==> src/rtl/csr_islem_birimi.sv <==
// csr_islem_birimi
// Execute-stage CSR micro-op unit. It accepts one Zicsr micro-op at a time,
// claims the target CSR while reading its old value, issues the
// read-modify-write back to the CSR unit, and returns the old value for rd.
// Illegal ops raise an illegal-instruction exception instead of touching the CSR.
//
// Ports:
//   clk_i, rst_i              clock, synchronous active-high reset
//   uop_*_i / uop_hazir_o     micro-op handshake and fields
//   oku_istek_*_o             CSR read address and claim pulse with tag
//   csr_veri_i/csr_gecerli_i  combinational read data and valid from the CSR unit
//   yaz_istek_*_o             CSR write request (one cycle per op)
//   sonuc_*_o / sonuc_hazir_i result toward writeback
//   odd_*_o                   execute exception port
//   bosalt_i                  pipeline flush

module csr_islem_birimi #(
    parameter int MXLEN         = 32,
    parameter int CSR_ADRES_BIT = 12,
    parameter int UOP_TAG_BIT   = 5,
    parameter int EXC_CODE_BIT  = 4,
    parameter int PS_BIT        = 32
) (
    input  logic                     clk_i,
    input  logic                     rst_i,

    input  logic                     uop_gecerli_i,
    output logic                     uop_hazir_o,
    input  logic [2:0]               uop_islem_i,
    input  logic [CSR_ADRES_BIT-1:0] uop_adres_i,
    input  logic [4:0]               uop_rs1_i,
    input  logic [MXLEN-1:0]         uop_rs1_veri_i,
    input  logic [4:0]               uop_rd_i,
    input  logic [UOP_TAG_BIT-1:0]   uop_etiket_i,
    input  logic [PS_BIT-1:0]        uop_ps_i,

    output logic [CSR_ADRES_BIT-1:0] oku_istek_adres_o,
    output logic [UOP_TAG_BIT-1:0]   oku_istek_etiket_o,
    output logic                     oku_istek_etiket_gecerli_o,
    input  logic [MXLEN-1:0]         csr_veri_i,
    input  logic                     csr_gecerli_i,

    output logic [MXLEN-1:0]         yaz_istek_veri_o,
    output logic [CSR_ADRES_BIT-1:0] yaz_istek_adres_o,
    output logic [UOP_TAG_BIT-1:0]   yaz_istek_etiket_o,
    output logic                     yaz_istek_gecerli_o,

    output logic [MXLEN-1:0]         sonuc_veri_o,
    output logic [4:0]               sonuc_rd_o,
    output logic                     sonuc_gecerli_o,
    input  logic                     sonuc_hazir_i,

    output logic [PS_BIT-1:0]        odd_ps_o,
    output logic [EXC_CODE_BIT-1:0]  odd_kod_o,
    output logic [MXLEN-1:0]         odd_bilgi_o,
    output logic                     odd_gecerli_o,

    input  logic                     bosalt_i
);

    typedef enum logic [2:0] {
        BOSTA   = 3'd0,
        OKU     = 3'd1,
        YAZ     = 3'd2,
        SONUC   = 3'd3,
        ISTISNA = 3'd4
    } durum_t;

    localparam logic [EXC_CODE_BIT-1:0] KOD_YASADISI = EXC_CODE_BIT'(2);

    durum_t                     durum_q, durum_d;
    logic [1:0]                 islem_q;
    logic [CSR_ADRES_BIT-1:0]   adres_q;
    logic [MXLEN-1:0]           kaynak_q;
    logic                       yok_q;
    logic [4:0]                 rd_q;
    logic [UOP_TAG_BIT-1:0]     etiket_q;
    logic [PS_BIT-1:0]          ps_q;
    logic [MXLEN-1:0]           eski_q;

    logic                       kabul;
    logic                       yok_giris;
    logic                       yasadisi_giris;
    logic [MXLEN-1:0]           kaynak_giris;
    logic                       oku_al;
    logic [MXLEN-1:0]           yaz_veri;

    assign uop_hazir_o = (durum_q == BOSTA) && !bosalt_i && !rst_i;
    assign kabul       = uop_gecerli_i && uop_hazir_o;

    // Only the set/clear forms (funct3 bit 1 set) may skip the write when rs1/uimm
    // is zero; a skipped write is what makes a read-only CSR access legal.
    always_comb begin
        yok_giris      = uop_islem_i[1] && (uop_rs1_i == 5'd0);
        yasadisi_giris = (uop_islem_i[1:0] == 2'b00) ||
                         ((uop_adres_i[CSR_ADRES_BIT-1 -: 2] == 2'b11) && !yok_giris);
        kaynak_giris   = uop_islem_i[2] ? {{(MXLEN-5){1'b0}}, uop_rs1_i} : uop_rs1_veri_i;
    end

    // A flush in OKU wins over a valid read so no claim is left outstanding.
    assign oku_al = (durum_q == OKU) && csr_gecerli_i && !bosalt_i;

    // Next-state logic.
    always_comb begin
        durum_d = durum_q;
        unique case (durum_q)
            BOSTA:   if (kabul) durum_d = yasadisi_giris ? ISTISNA : OKU;
            OKU: begin
                if (bosalt_i)           durum_d = BOSTA;
                else if (csr_gecerli_i) durum_d = YAZ;
            end
            YAZ:     durum_d = bosalt_i ? BOSTA : SONUC;
            SONUC:   if (bosalt_i || sonuc_hazir_i) durum_d = BOSTA;
            ISTISNA: if (bosalt_i) durum_d = BOSTA;
            default: durum_d = BOSTA;
        endcase
    end

    // Read-modify-write data; a suppressed write echoes the old value so the
    // claimed CSR still revalidates.
    always_comb begin
        unique case (islem_q)
            2'b01:   yaz_veri = kaynak_q;
            2'b10:   yaz_veri = eski_q | kaynak_q;
            2'b11:   yaz_veri = eski_q & ~kaynak_q;
            default: yaz_veri = eski_q;
        endcase
        if (yok_q) yaz_veri = eski_q;
    end

    // Output decode; everything is forced low while reset is asserted.
    always_comb begin
        oku_istek_adres_o          = '0;
        oku_istek_etiket_o         = '0;
        oku_istek_etiket_gecerli_o = 1'b0;
        yaz_istek_veri_o           = '0;
        yaz_istek_adres_o          = '0;
        yaz_istek_etiket_o         = '0;
        yaz_istek_gecerli_o        = 1'b0;
        sonuc_veri_o               = '0;
        sonuc_rd_o                 = '0;
        sonuc_gecerli_o            = 1'b0;
        odd_ps_o                   = '0;
        odd_kod_o                  = '0;
        odd_bilgi_o                = '0;
        odd_gecerli_o              = 1'b0;
        if (!rst_i) begin
            unique case (durum_q)
                OKU: begin
                    oku_istek_adres_o          = adres_q;
                    oku_istek_etiket_o         = etiket_q;
                    oku_istek_etiket_gecerli_o = oku_al;
                end
                YAZ: begin
                    yaz_istek_veri_o    = yaz_veri;
                    yaz_istek_adres_o   = adres_q;
                    yaz_istek_etiket_o  = etiket_q;
                    yaz_istek_gecerli_o = 1'b1;
                end
                SONUC: begin
                    sonuc_veri_o    = eski_q;
                    sonuc_rd_o      = rd_q;
                    sonuc_gecerli_o = 1'b1;
                end
                ISTISNA: begin
                    odd_ps_o      = ps_q;
                    odd_kod_o     = KOD_YASADISI;
                    odd_bilgi_o   = {{(MXLEN-CSR_ADRES_BIT){1'b0}}, adres_q};
                    odd_gecerli_o = 1'b1;
                end
                default: ;
            endcase
        end
    end

    // State, latched op fields and the captured old CSR value.
    always_ff @(posedge clk_i) begin
        if (rst_i) begin
            durum_q  <= BOSTA;
            islem_q  <= '0;
            adres_q  <= '0;
            kaynak_q <= '0;
            yok_q    <= 1'b0;
            rd_q     <= '0;
            etiket_q <= '0;
            ps_q     <= '0;
            eski_q   <= '0;
        end else begin
            durum_q <= durum_d;
            if (kabul) begin
                islem_q  <= uop_islem_i[1:0];
                adres_q  <= uop_adres_i;
                kaynak_q <= kaynak_giris;
                yok_q    <= yok_giris;
                rd_q     <= uop_rd_i;
                etiket_q <= uop_etiket_i;
                ps_q     <= uop_ps_i;
            end
            if (oku_al) eski_q <= csr_veri_i;
        end
    end

endmodule

==> config.mk <==
export PLATFORM = sky130hd
export DESIGN_NAME = csr_islem_birimi
export DESIGN_NICKNAME = d
export VERILOG_FILES = /design/src/rtl/csr_islem_birimi.sv
export SDC_FILE = /design/constraint.sdc
export NUM_CORES = 1
export LEC_CHECK = 0
export ABC_AREA = 1
export CORE_ASPECT_RATIO = 0.75
export CORE_MARGIN = 2
export CORE_UTILIZATION = 45
export CTS_CLUSTER_DIAMETER = 50
export CTS_CLUSTER_SIZE = 10
export DETAILED_ROUTE_END_ITERATION = 8
export PLACE_DENSITY = 0.95
export SYNTH_ARGS = -nofsm -noshare
export SYNTH_HDL_FRONTEND = slang
export SYNTH_SLANG_ARGS = --single-unit
==> constraint.sdc <==
create_clock -name clk_i -period 1.9 [get_ports clk_i]
set_input_delay 0.19 -clock clk_i [delete_from_list [all_inputs] [get_ports clk_i]]
set_output_delay 0.19 -clock clk_i [all_outputs]
set_load 0.03 [all_outputs]
Word level (Yosys, flattened, before mapping)
Cells that the tools add are included.

storage, ports and cells
  register bits = 124
  input bits = 132
  output and inout port bits = 176
  word-level logic and storage cells = 79

operators by class
  equal/unequal tests = 12
  mux-type cells = 39
  bitwise operators = 3
  reduce and logical (&&, ||, !) cells = 16

operator list
  cell                                                                    count
  32-bit two-way mux                                                      8
  32-bit one-hot mux with 3 select lines                                  1
  12-bit two-way mux                                                      6
  32-bit bitwise AND                                                      1
  32-bit inverter                                                         1
  32-bit OR                                                               1
  5-bit two-way mux                                                       6
  3-bit two-way mux                                                       6
  3-bit one-hot mux with 5 select lines                                   1
  1-bit two-way mux                                                       8
  1-bit logical AND                                                       7
  2-bit equality test (second input constant)                             3
  3-bit by 2-bit equality test with 1-bit output (second input constant)  2
  2-bit two-way mux                                                       3
  2-bit != test (second input constant)                                   3
  5-bit zero test                                                         1
  4-bit AND reduction                                                     1
  3-bit by 1-bit equality test with 1-bit output (second input constant)  1
  3-bit equality test (second input constant)                             1
  1-bit zero test                                                         3
  3-bit zero test                                                         1
  3-bit != test (second input constant)                                   1
  2-bit by 1-bit equality test with 1-bit output (second input constant)  1
  2-bit zero test                                                         1
  1-bit logical OR                                                        2

Longest topological paths before layout
Gate-level depths: netlist of run 1.

  depth in word-level cells = 8
  gate-level depth with buffers = 10
  mapped depth without buffers = 9

Worst setup path after synthesis of run 1
No wires, ideal clock.

  kind = reg-to-output
  start = register durum_q[2]
  end = output port yaz_istek_adres_o[10]
  arrival = 1829 ps
  data required time = 1710 ps
  path slack = -119 ps
  stages on the path, launching flop included = 8
  buffers on the path = 2
  cell sequence = dfxtp_1 inv_2 nand3_1 nor2_1 inv_2 buf_2 buf_2 nor2_1

between the ends
  word-level cells in the longest chain between the ends = 3

ends and longest elaborated chain
  item                                            line  RTL
  start, declared                                 71    durum_t durum_q, durum_d;
  start signal, assigned                          189   durum_q <= durum_d;
  3-bit by 2-bit equality test with 1-bit output  148   unique case (durum_q)
  12-bit two-way mux                              148
  12-bit two-way mux                              147   if (!rst_i) begin
  end, declared                                   44    output logic [CSR_ADRES_BIT-1:0] yaz_istek_adres_o,

No other way between the ends.

Worst setup path in the final report of run 1
  start = register islem_q[1]
  end = output port yaz_istek_veri_o[14]

between the ends
  word-level cells in the longest chain between the ends = 5
  elaborated cells on any way between the ends = 7
  classes of those cells = 3 x eq/ne; 4 x mux

ends and longest elaborated chain
  item                                                                                   line  RTL
  start, declared                                                                        72    logic [1:0] islem_q;
  start signal, assigned                                                                 191   islem_q <= uop_islem_i[1:0];
  2-bit equality test or 2-bit by 1-bit equality test with 1-bit output (tied branches)  122   unique case (islem_q)
  32-bit one-hot mux with 3 select lines *                                               122
  32-bit two-way mux *                                                                   128   if (yok_q) yaz_veri = eski_q;
  32-bit two-way mux *                                                                   148
  32-bit two-way mux *                                                                   147
  end, declared                                                                          43    output logic [MXLEN-1:0] yaz_istek_veri_o,

Mark *: on every way between the ends. The rest lies on a longest branch, timed or not.

==> metrics, run 1 <==
status=finished with violations; failing checks=negative setup slack; Critical Path Sink Type=output port; clk slew on worst S/H paths=60 ps; Final Max Slew Viols=0; Vias per Instance=5.25; CP dominant cell by count=nor2_4; Die Height=roughly 110 µm; Design Power=9.48 mW; final instance area=10500 µm²; first-pass GRT wire length=about 32 mm; IO Port Bufs=284; drt drc=0; worst clock skew=7.81 ps; DP Worst Slack=-101 ps; CP Max Fanout=8; max-cap violations=0; Synth top area share=between 30% and 40%; Final Worst Setup Slack=-67.4 ps; crit start category=flop; adder-cell share of the synthesized area=0%; CP max stage cell=dfxtp_4; initial antenna violation count=0; vias in the first global route=6645; sequential area share after synthesis=roughly 39%; R2R Setup Slk=320 ps; Post-synth top flop=dfxtp_1; number of synthesis warnings=0; drt pass-1 iters=5; Yosys reg bits=124; Detail Route Antenna Nets=0; largest family of logic cells by synthesized area=compound AO/OA/AOI/OAI gates; clock sinks=124; global route overflow=0; Max Root-Sink Buffers=2; Die X=about 140 µm; # diodes=0; final setup violation count=22; Worst Path Arrival=around 1800 ps; compound-gate portion of the synthesized area=between 20% and 30%; Placed Cells=1379; Site Rows=37; Initial Utilization=a little under half; Nets=1372; buffer and inverter count on the worst path=4; Final period util=104%; Synth Area in XOR/XNOR=0%; full die area=between 15000 and 20000 µm²; Final GP Congestion=0.871; Synth Instances=between 900 and 1k; post-DR wirelength/cell=17.3 µm; Final Instance Count excl. Fillers=1428; Final min period=1970 ps; largest net degree at the start of global routing=66; top cell type by total area after synthesis=dfxtp_1; DR vias=7500; fillcell total=approximately 900; all-layer global routing usage=26.7%; num ports=308; Leakage=4.25 nW; Post-Synth Simple-Gate Area=between 10% and 20%; CTS Root Cell=clkbuf_16; Commonest cells post-synth=186 x nor2_1, 183 x inv_1, 151 x a21oi_1; cell class contributing the biggest share of worst-path delay=buffers and inverters; Critical Path Max Stage Delay=370 ps; WL final=24.7 mm; most common cell in the netlist=nor2_1; Peak VDD IR=~0.00057 V; Mapped Area=6390 µm²; Core Util, Final=76.2%; H-tree depth=4; CTS buffer count=17; final hold vios=0; core area=13800 µm²; share of flip-flops with an asynchronous set or reset=0%; P&R area growth vs syn=64.5%; share of layout cells above drive strength 1=26.2%; synth unique cells=24; Max Clock Freq=508 MHz; HPWL after DPL=approximately 15 mm; CTS Hold Bufs=0; initial DRC count=between 500 and 600; mux contribution to synthesized area=less than 1%; required time at the worst-slack endpoint=1710 ps; kind of critical path=flop to output port; number of flops mapped to enable cells by yosys=0; Synth area leaders=dfxtp_1 39%, a21oi_1 12%, nor2_1 11%, inv_1 11%, o21ai_1 5.2%; placed inst area=8940 µm²; Pwr Density=902 nW/µm²; worst-skew pair later-pin latency=a little over 400 ps; CTS tree=built; Syn Area/Cell=6.65 µm²; RSZ-0062 raised after global routing=yes; Hold WC Path Type=input port to flop; cell breakdown of the critical path=nor2_4 > nor2_4 > inv_4 > clkbuf_16 > a21oi_1 > o22ai_2 > inv_1 > nor2_1 > buf_4
where the power goes:
group,total (mW),switching [mW],internal [mW]
clock network,3.72,1.24,2.48
logic,2.70,1.65,1.05
registers,3.06,0.140,2.92
total,9.48,3.03,6.45
cells in the final DEF, fill, tap and decap left out, types with 22 or more instances in the layout:
cell type	synthesis	layout
clkbuf_16	0	22
o21ai_1	67	67
buf_4	30	133
nor2_2	3	24
dfxtp_1	124	119
inv_1	183	178
nand2_1	27	25
clkdlybuf4s50_1	0	131
a21oi_1	151	142
nor2_4	1	27
o21ai_0	55	55
conb_1	1	23
nor2_1	186	139
buf_6	15	43
layer usage:
layer / part of all wire (%) / wire, µm / GRT usage (%) / vias to the layer above
met5: 0 / 0 / 0 / -
met4: 2.7 / 678 / 9.14 / 0
met2: 49 / 12100 / 47.2 / 423
met3: 10 / 2530 / 7.01 / 73
met1: 38 / 9350 / 31.6 / 3455
li1: - / - / - / 3549
final cells by class:
type	instances	area (µm²)	share of cell area, %
Clock buffer	19	433	4.12
Timing Repair inverter	4	58.8	0.559
Multi-Input combinational cell	576	3100	29.5
Clock inverter	13	238	2.26
Timing Repair Buffer	327	3220	30.6
Tap cell	175	219	2.08
Sequential cell	124	2500	23.8
Inverter	190	748	7.12
kinds of logic (layout without fill, tap and decap cells):
family | Yosys count | in the layout
AND/OR/NAND/NOR | 243 | 243
multiplexers | 5 | 5
flip-flops | 124 | 124
other | 1 | 23
buffers and inverters | 283 | 553
AO/OA/AOI/OAI | 305 | 305
worst register-to-register path, stage by stage (launching register included):
cell,delay (ps)
dfxtp_4,370
inv_4,90
buf_4,120
nand3_2,100
nor2_4,130
nand2_4,140
buf_12,200
o21ai_0,220
a21oi_1,80
timing repair:
| item | CTS | global route |
|---|---|---|
| pin swaps | 3 | 15 |
| endpoints found under the setup margin | 116 | 124 |
| cloned | 0 | 10 |
| resized for setup | 26 | 153 |
| hold endpoints to repair | 0 | 0 |
| setup buffers | 1 | 6 |
registers in the layout, indices dropped and copies added, names as in the netlist:
| name | flops |
|---|---|
| etiket_q | 5 |
| kaynak_q | 32 |
| islem_q | 2 |
| eski_q | 32 |
| durum_q | 3 |
| yok_q | 1 |
| adres_q | 12 |
| ps_q | 32 |
| rd_q | 5 |
worst paths after layout:
check                                 start              endpoint  cells past startpoint
worst min-delay path            uop_rd_i[3]               rd_q[3]                      3
worst max-delay path             islem_q[1]  yaz_istek_veri_o[14]                      9
worst max register to register   durum_q[0]          kaynak_q[18]                      8
worst min register to register     ps_q[19]              ps_q[19]                      2
metrics by stage:
step                hold WS [ps]  setup TNS [ps]
global placement             440               0
global route                 386           -4450
detailed placement           445           -3010
CTS                          378            -280
floorplan                    336               0
finish                       388            -397
(Power assumes the default switching activity.)
==> run 2, diff against run 1 <==
--- a/config.mk
+++ b/config.mk
@@ -12,6 +12,7 @@
 export CTS_CLUSTER_DIAMETER = 50
 export CTS_CLUSTER_SIZE = 10
 export DETAILED_ROUTE_END_ITERATION = 8
+export HOLD_SLACK_MARGIN = 0.12
 export PLACE_DENSITY = 0.95
 export SYNTH_ARGS = -nofsm -noshare
 export SYNTH_HDL_FRONTEND = slang
==> results of run 2 <==
Same layout as run 1: the final DEF is identical, and so are final timing and power.
